## src/rtl/seg7_pkg.sv

```systemverilog
// Shared seven-segment definitions: segment bit positions, the sixteen hex
// glyphs built from them, and the frame-state encoding of the scan reader.
package seg7_pkg;

    localparam int SEG_A = 6;
    localparam int SEG_B = 5;
    localparam int SEG_C = 4;
    localparam int SEG_D = 3;
    localparam int SEG_E = 2;
    localparam int SEG_F = 1;
    localparam int SEG_G = 0;

    localparam logic [6:0] M_A = 7'(1 << SEG_A);
    localparam logic [6:0] M_B = 7'(1 << SEG_B);
    localparam logic [6:0] M_C = 7'(1 << SEG_C);
    localparam logic [6:0] M_D = 7'(1 << SEG_D);
    localparam logic [6:0] M_E = 7'(1 << SEG_E);
    localparam logic [6:0] M_F = 7'(1 << SEG_F);
    localparam logic [6:0] M_G = 7'(1 << SEG_G);

    localparam logic [6:0] GLYPH_0 = M_A | M_B | M_C | M_D | M_E | M_F;        // 7E
    localparam logic [6:0] GLYPH_1 = M_B | M_C;                                // 30
    localparam logic [6:0] GLYPH_2 = M_A | M_B | M_D | M_E | M_G;              // 6D
    localparam logic [6:0] GLYPH_3 = M_A | M_B | M_C | M_D | M_G;              // 79
    localparam logic [6:0] GLYPH_4 = M_B | M_C | M_F | M_G;                    // 33
    localparam logic [6:0] GLYPH_5 = M_A | M_C | M_D | M_F | M_G;              // 5B
    localparam logic [6:0] GLYPH_6 = M_A | M_C | M_D | M_E | M_F | M_G;        // 5F
    localparam logic [6:0] GLYPH_7 = M_A | M_B | M_C;                          // 70
    localparam logic [6:0] GLYPH_8 = M_A | M_B | M_C | M_D | M_E | M_F | M_G;  // 7F
    localparam logic [6:0] GLYPH_9 = M_A | M_B | M_C | M_D | M_F | M_G;        // 7B
    localparam logic [6:0] GLYPH_A = M_A | M_B | M_C | M_E | M_F | M_G;        // 77
    localparam logic [6:0] GLYPH_B = M_C | M_D | M_E | M_F | M_G;              // 1F
    localparam logic [6:0] GLYPH_C = M_A | M_D | M_E | M_F;                    // 4E
    localparam logic [6:0] GLYPH_D = M_B | M_C | M_D | M_E | M_G;              // 3D
    localparam logic [6:0] GLYPH_E = M_A | M_D | M_E | M_F | M_G;              // 4F
    localparam logic [6:0] GLYPH_F = M_A | M_E | M_F | M_G;                    // 47

    typedef enum logic {
        COLLECT = 1'b0,
        PRESENT = 1'b1
    } frame_state_e;

endpackage

```

## src/rtl/seg7_pattern_to_hex.sv

```systemverilog
// Combinational reverse glyph lookup: 7-bit segment pattern to hex nibble.
// Anything that is not one of the sixteen glyphs is flagged illegal and
// returns nibble 0.
module seg7_pattern_to_hex
    import seg7_pkg::*;
(
    input  logic [6:0] pattern_i,
    output logic [3:0] nibble_o,
    output logic       illegal_o
);

    // Decode the pattern; defaults cover every non-glyph pattern.
    always_comb begin
        nibble_o  = 4'h0;
        illegal_o = 1'b0;
        case (pattern_i)
            GLYPH_0: nibble_o = 4'h0;
            GLYPH_1: nibble_o = 4'h1;
            GLYPH_2: nibble_o = 4'h2;
            GLYPH_3: nibble_o = 4'h3;
            GLYPH_4: nibble_o = 4'h4;
            GLYPH_5: nibble_o = 4'h5;
            GLYPH_6: nibble_o = 4'h6;
            GLYPH_7: nibble_o = 4'h7;
            GLYPH_8: nibble_o = 4'h8;
            GLYPH_9: nibble_o = 4'h9;
            GLYPH_A: nibble_o = 4'hA;
            GLYPH_B: nibble_o = 4'hB;
            GLYPH_C: nibble_o = 4'hC;
            GLYPH_D: nibble_o = 4'hD;
            GLYPH_E: nibble_o = 4'hE;
            GLYPH_F: nibble_o = 4'hF;
            default: illegal_o = 1'b1;
        endcase
    end

endmodule

```

## src/rtl/seg7_scan_reader.sv

```systemverilog
// Multiplexed seven-segment display reader. Samples the digit-enable and
// segment bus, accepts a digit once its pattern has been stable for
// STABLE_CYCLES samples, and presents the full multi-digit word on a
// valid/ready output once every digit has been captured.
// Optional feature macro: SEG7_DP_EN adds dp_i / dp_o (decimal points).
//
// state   | meaning
// --------+-----------------------------------------------------------
// COLLECT | no word pending; a completed frame loads the outputs
// PRESENT | word held on value_o/err_o, waiting for out_ready_i;
//         | a frame completing without a handshake is dropped
module seg7_scan_reader
    import seg7_pkg::*;
#(
    parameter int DIGITS        = 4,
    parameter int STABLE_CYCLES = 4
) (
    input  logic                clk,
    input  logic                rst_n,
    input  logic [DIGITS-1:0]   dig_en_i,
    input  logic [6:0]          seg_i,
    output logic                out_valid_o,
    input  logic                out_ready_i,
    output logic [4*DIGITS-1:0] value_o,
    output logic [DIGITS-1:0]   err_o,
    output logic                overrun_o
`ifdef SEG7_DP_EN
    ,
    input  logic                dp_i,
    output logic [DIGITS-1:0]   dp_o
`endif
);

    // Counter saturates at STABLE_CYCLES-1; capture fires on the step into it.
    localparam logic [7:0]        CNT_MAX = 8'(STABLE_CYCLES - 1);
    localparam logic [7:0]        CNT_PRE = 8'(STABLE_CYCLES - 2);
    localparam logic [DIGITS-1:0] ONE     = DIGITS'(1);

    logic [DIGITS-1:0]   dig_q;
    logic [6:0]          seg_q;
    logic [7:0]          cnt_q, cnt_d;
    logic                sample_eq;
    logic                capture;
    logic                dig_onehot;
    logic [3:0]          lut_nibble;
    logic                lut_illegal;

    logic [4*DIGITS-1:0] slot_q, slot_d;
    logic [DIGITS-1:0]   slot_err_q, slot_err_d;
    logic [DIGITS-1:0]   seen_q, seen_d;

    frame_state_e        state_q, state_d;
    logic                frame_done;
    logic                handshake;
    logic                load;
    logic                overrun_d;
    logic [4*DIGITS-1:0] value_q;
    logic [DIGITS-1:0]   err_q;
    logic                overrun_q;

`ifdef SEG7_DP_EN
    logic                dp_smp_q;
    logic [DIGITS-1:0]   dp_slot_q, dp_slot_d;
    logic [DIGITS-1:0]   dp_out_q;
    logic                dp_eq;
    assign dp_eq = (dp_i == dp_smp_q);
`else
    logic                dp_eq;
    assign dp_eq = 1'b1;
`endif

    // The incoming value is compared against the current sample, so a change
    // zeroes the counter on the same edge it enters the sample register.
    assign sample_eq  = (dig_en_i == dig_q) && (seg_i == seg_q) && dp_eq;
    assign capture    = sample_eq && (cnt_q == CNT_PRE);
    assign dig_onehot = (dig_q != '0) && ((dig_q & (dig_q - ONE)) == '0);

    seg7_pattern_to_hex u_lut (
        .pattern_i (seg_q),
        .nibble_o  (lut_nibble),
        .illegal_o (lut_illegal)
    );

    // Stability counter next value.
    always_comb begin
        cnt_d = cnt_q;
        if (!sample_eq) begin
            cnt_d = 8'd0;
        end else if (cnt_q != CNT_MAX) begin
            cnt_d = cnt_q + 8'd1;
        end
    end

    // Input sample stage and stability counter.
    always_ff @(posedge clk or negedge rst_n) begin
        if (!rst_n) begin
            dig_q <= '0;
            seg_q <= '0;
            cnt_q <= '0;
        end else begin
            dig_q <= dig_en_i;
            seg_q <= seg_i;
            cnt_q <= cnt_d;
        end
    end

    // Slot update: a completed frame clears seen, then a capture on the same
    // edge starts the next frame's seen set.
    always_comb begin
        slot_d     = slot_q;
        slot_err_d = slot_err_q;
        seen_d     = frame_done ? '0 : seen_q;
`ifdef SEG7_DP_EN
        dp_slot_d  = dp_slot_q;
`endif
        if (capture && dig_onehot) begin
            for (int k = 0; k < DIGITS; k++) begin
                if (dig_q[k]) begin
                    slot_d[4*k +: 4] = lut_nibble;
                    slot_err_d[k]    = lut_illegal;
                    seen_d[k]        = 1'b1;
`ifdef SEG7_DP_EN
                    dp_slot_d[k]     = dp_smp_q;
`endif
                end
            end
        end
    end

    // Per-digit slot storage and seen mask.
    always_ff @(posedge clk or negedge rst_n) begin
        if (!rst_n) begin
            slot_q     <= '0;
            slot_err_q <= '0;
            seen_q     <= '0;
        end else begin
            slot_q     <= slot_d;
            slot_err_q <= slot_err_d;
            seen_q     <= seen_d;
        end
    end

    assign frame_done = &seen_q;
    assign handshake  = (state_q == PRESENT) && out_ready_i;

    // Frame FSM next state: load when the output is free or being freed.
    always_comb begin
        state_d   = state_q;
        load      = 1'b0;
        overrun_d = 1'b0;
        if (frame_done) begin
            if ((state_q == COLLECT) || handshake) begin
                load    = 1'b1;
                state_d = PRESENT;
            end else begin
                overrun_d = 1'b1;
            end
        end else if (handshake) begin
            state_d = COLLECT;
        end
    end

    // Frame FSM state and output word registers.
    always_ff @(posedge clk or negedge rst_n) begin
        if (!rst_n) begin
            state_q   <= COLLECT;
            value_q   <= '0;
            err_q     <= '0;
            overrun_q <= 1'b0;
        end else begin
            state_q   <= state_d;
            overrun_q <= overrun_d;
            if (load) begin
                value_q <= slot_q;
                err_q   <= slot_err_q;
            end
        end
    end

`ifdef SEG7_DP_EN
    // Decimal point sample, slots and frozen output.
    always_ff @(posedge clk or negedge rst_n) begin
        if (!rst_n) begin
            dp_smp_q  <= 1'b0;
            dp_slot_q <= '0;
            dp_out_q  <= '0;
        end else begin
            dp_smp_q  <= dp_i;
            dp_slot_q <= dp_slot_d;
            if (load) begin
                dp_out_q <= dp_slot_q;
            end
        end
    end

    assign dp_o = dp_out_q;
`endif

    assign out_valid_o = (state_q == PRESENT);
    assign value_o     = value_q;
    assign err_o       = err_q;
    assign overrun_o   = overrun_q;

endmodule
```

## config.mk

```make
export PLATFORM = sky130hd
export DESIGN_NAME = seg7_scan_reader
export DESIGN_NICKNAME = d
export VERILOG_FILES = /design/src/rtl/seg7_pkg.sv /design/src/rtl/seg7_pattern_to_hex.sv /design/src/rtl/seg7_scan_reader.sv
export SDC_FILE = /design/constraint.sdc
export NUM_CORES = 1
export LEC_CHECK = 0
export BUFFER_PORTS_ARGS = -buffer_cell sky130_fd_sc_hd__clkbuf_2
export CAP_MARGIN = 15
export CORE_UTILIZATION = 40
export CTS_CLUSTER_DIAMETER = 40
export DETAILED_ROUTE_END_ITERATION = 6
export GPL_TIMING_DRIVEN = 0
export PLACE_DENSITY = 0.62
export SKIP_LAST_GASP = 1
export SLEW_MARGIN = 10
export SYNTH_ARGS = -nofsm -noshare
export SYNTH_HDL_FRONTEND = slang
export SYNTH_SLANG_ARGS = --single-unit
```

## constraint.sdc

```tcl
create_clock -name clk -period 2.68 [get_ports clk]
set_input_delay 0.804 -clock clk [delete_from_list [all_inputs] [get_ports clk]]
set_output_delay 0.804 -clock clk [all_outputs]
set_load 0.02 [all_outputs]
```

==> results.txt <==
Drt initial violations -> 77
Worst Path Max Fanout -> 10
Top_reg_cell synth -> dfrtp_1
Critical path type -> input pin to flop
Hold Path Class -> input pin to asynchronous set/reset pin
Commonest non-fill, non-tap cell in the layout -> dfrtp_1
Layout cells sized above 1 -> 0.3401
Post-Syn Area -> 2987 um2
Synth cell types -> 47
Starting Density -> 0.4118
Final Setup Violations -> 0
CTS tree -> built
Vias -> 1995
Clk sinks -> 65
Element type at the critical path end -> flop
Max_slew headroom -> 0.6203
Pleak -> 1.724 nW
Syn_nets -> 258
Period utilization -> 0.8706
Synth Area per Inst -> 12.34 um2
Post-cts repair resize count -> 0
Max-slew violation count -> 0
Worst Setup Start Kind -> input pin
Post-DP HPWL -> 3966 um
Critical path data arrival time -> 2560 ps
RSZ-0062 raised after global routing -> false
Critical R2R Capture -> slot_q[14]
Largest net degree at the start of global routing -> 48
First drt pass iteration count -> 4
Fin. Hold Viols -> 0
Setup Buffers After CTS -> 0
Critical path's slowest cell -> nor4_2
CTS max path bufs -> 2
Die Area -> 7816 um2
Die Wd -> 88.41 um
PortBufs -> 35
Vias per cell -> 5.076
Fin nets -> 305
Fmax achieved -> 428.6 MHz
Worst skew pair latency -> 340 ps
Core footprint -> 7253 um2
Reg2reg start -> seg_q[6]
DR WL/cell -> 14.17 um
H-tree levels -> 3
Total gr overflow -> 0
CTS hold repair buffers -> 0
Antenna viol nets, final -> 0
Synth Instances -> 242
CTS buffer count -> 9
Seq/Total Area, Yosys -> 0.5446
Power per standard cell area -> 553.0 nW/um2
Slew @ Worst Pin -> 569.5 ps
Drt drc -> 0
Setup WS pre-CTS -> -36.69 ps
Root buffer cell -> clkbuf_8
Peak VDD IR -> 0.3213 mV
Synth Warn # -> 0
Post-synth EDFFs -> 0
Die H -> 88.41 um
Gpl congestion -> 0.8626
Fin util -> 0.4851
Status -> finished clean
R2R setup slack -> 460 ps
Final wirelength -> 5567 um
# IOs -> 36
Standard-cell row count -> 31
Final Skew -> 6.545 ps
Final Worst Setup Slack -> 346.8 ps
Hold Slack -> 368.1 ps
Syn-to-layout area delta -> 17.80%
Post-synth ARST share -> 1.000
Min cycle time layout -> 2333 ps
Vias in the first global route -> 1980
Worst-path clk slew -> 70 ps
Crit-path cells -> clkbuf_2, xor2_1, nor4_2, nand3_4, nor3_4, mux2_2
Commonest non-fill, non-tap cells in the layout -> dfrtp_1, clkbuf_2, mux2_2
Total GRT Usage -> 0.1630
Max-Cap Viols -> 0
Largest stage delay, worst path -> 460 ps
ANT cells -> 0
Worst R2R Path Depth -> 5
First-pass GRT wire length -> 9473 um
Initial antenna violation count -> 0
CP required -> 2900 ps
#FFs+latches synth -> 65
## worst max path at each step
stage                      from    endpoint  cells after the start
floorplan           dig_en_i[0]  slot_q[12]                      5
CTS                 dig_en_i[0]  slot_q[14]                      6
finish              dig_en_i[0]  slot_q[14]                      6
detailed placement  dig_en_i[0]   slot_q[6]                      6
global placement    dig_en_i[0]  slot_q[14]                      6
global route        dig_en_i[0]   slot_q[6]                      6
## report_power, final
part	internal, mW	total [mW]	switching, mW
sequential	0.989	1.00	0.0132
clock	0.456	0.840	0.384
combinational	0.0382	0.103	0.0653
## flip-flops by register name, indices dropped and copies added, names as in the netlist, 4 cells and up
name,cells
slot_q,16
value_o,16
slot_err_q,4
cnt_q,8
err_o,4
dig_q,4
seen_q,4
seg_q,7
## synth_stat cells, types with 3 or more instances
master / count / share of area
nand3_1: 7 / 0.012
xnor2_1: 3 / 0.0088
nor3_4: 3 / 0.016
nand4_1: 5 / 0.010
mux2i_1: 8 / 0.027
nor2_1: 15 / 0.019
nor4b_1: 3 / 0.0088
inv_1: 9 / 0.011
dfrtp_1: 65 / 0.54
mux2_2: 32 / 0.12
nand2_1: 12 / 0.015
nand3b_1: 3 / 0.0075
clkbuf_1: 6 / 0.0075
or4b_2: 3 / 0.010
a21oi_1: 5 / 0.0084
xor2_1: 16 / 0.047
## worst max-delay path: cells and delay by family
family | cells | cell delay, ps
xor+xnor | 1 | 160
buf+inv | 1 | 90
mux | 1 | 380
simple gates | 3 | 1110
## stage by stage
stage	cell area, um2	power, mW	TNS, ps	std cells
after global routing	3518	2.031	0	393
after global placement	3286	1.119	0	376
after CTS	3518	1.980	0	393
after floorplan	2987	1.072	0	242
after detailed placement	3316	1.127	-155.7	377
final	3518	1.946	0	393
## metal layers
layer  global-route usage  vias to the layer above  share of wire
met5                    0                        -              0
met3              0.05224                        7          0.043
li1                     -                      964              -
met4              0.06745                        0          0.014
met2               0.2490                       47           0.46
met1               0.2143                      977           0.48
## logic make-up (layout without fill, tap and decap cells)
kind of cell,count (synthesis),after routing,share of synthesized area
AO/OA/AOI/OAI,20,20,0.04650
multiplexers,40,40,0.1475
adder cells (fa/ha/maj),2,2,0.008377
XOR/XNOR,19,19,0.05572
AND/OR/NAND/NOR,78,78,0.1743
flip-flops,65,65,0.5446
buffers and inverters,18,70,0.02304
## final cells by class
| cell class | instances | area, um2 |
|---|---|---|
| flip-flops and latches | 65 | 1627 |
| fillers | 692 | 3735 |
| inverters | 9 | 33.78 |
| plain buffers | 9 | 35.03 |
| clock inverters | 6 | 65.06 |
| well taps | 99 | 123.9 |
| multi-input cells | 159 | 1291 |
| clock buffers | 10 | 137.6 |
| repair buffers | 36 | 205.2 |
Power figures use the tool's default switching activity.
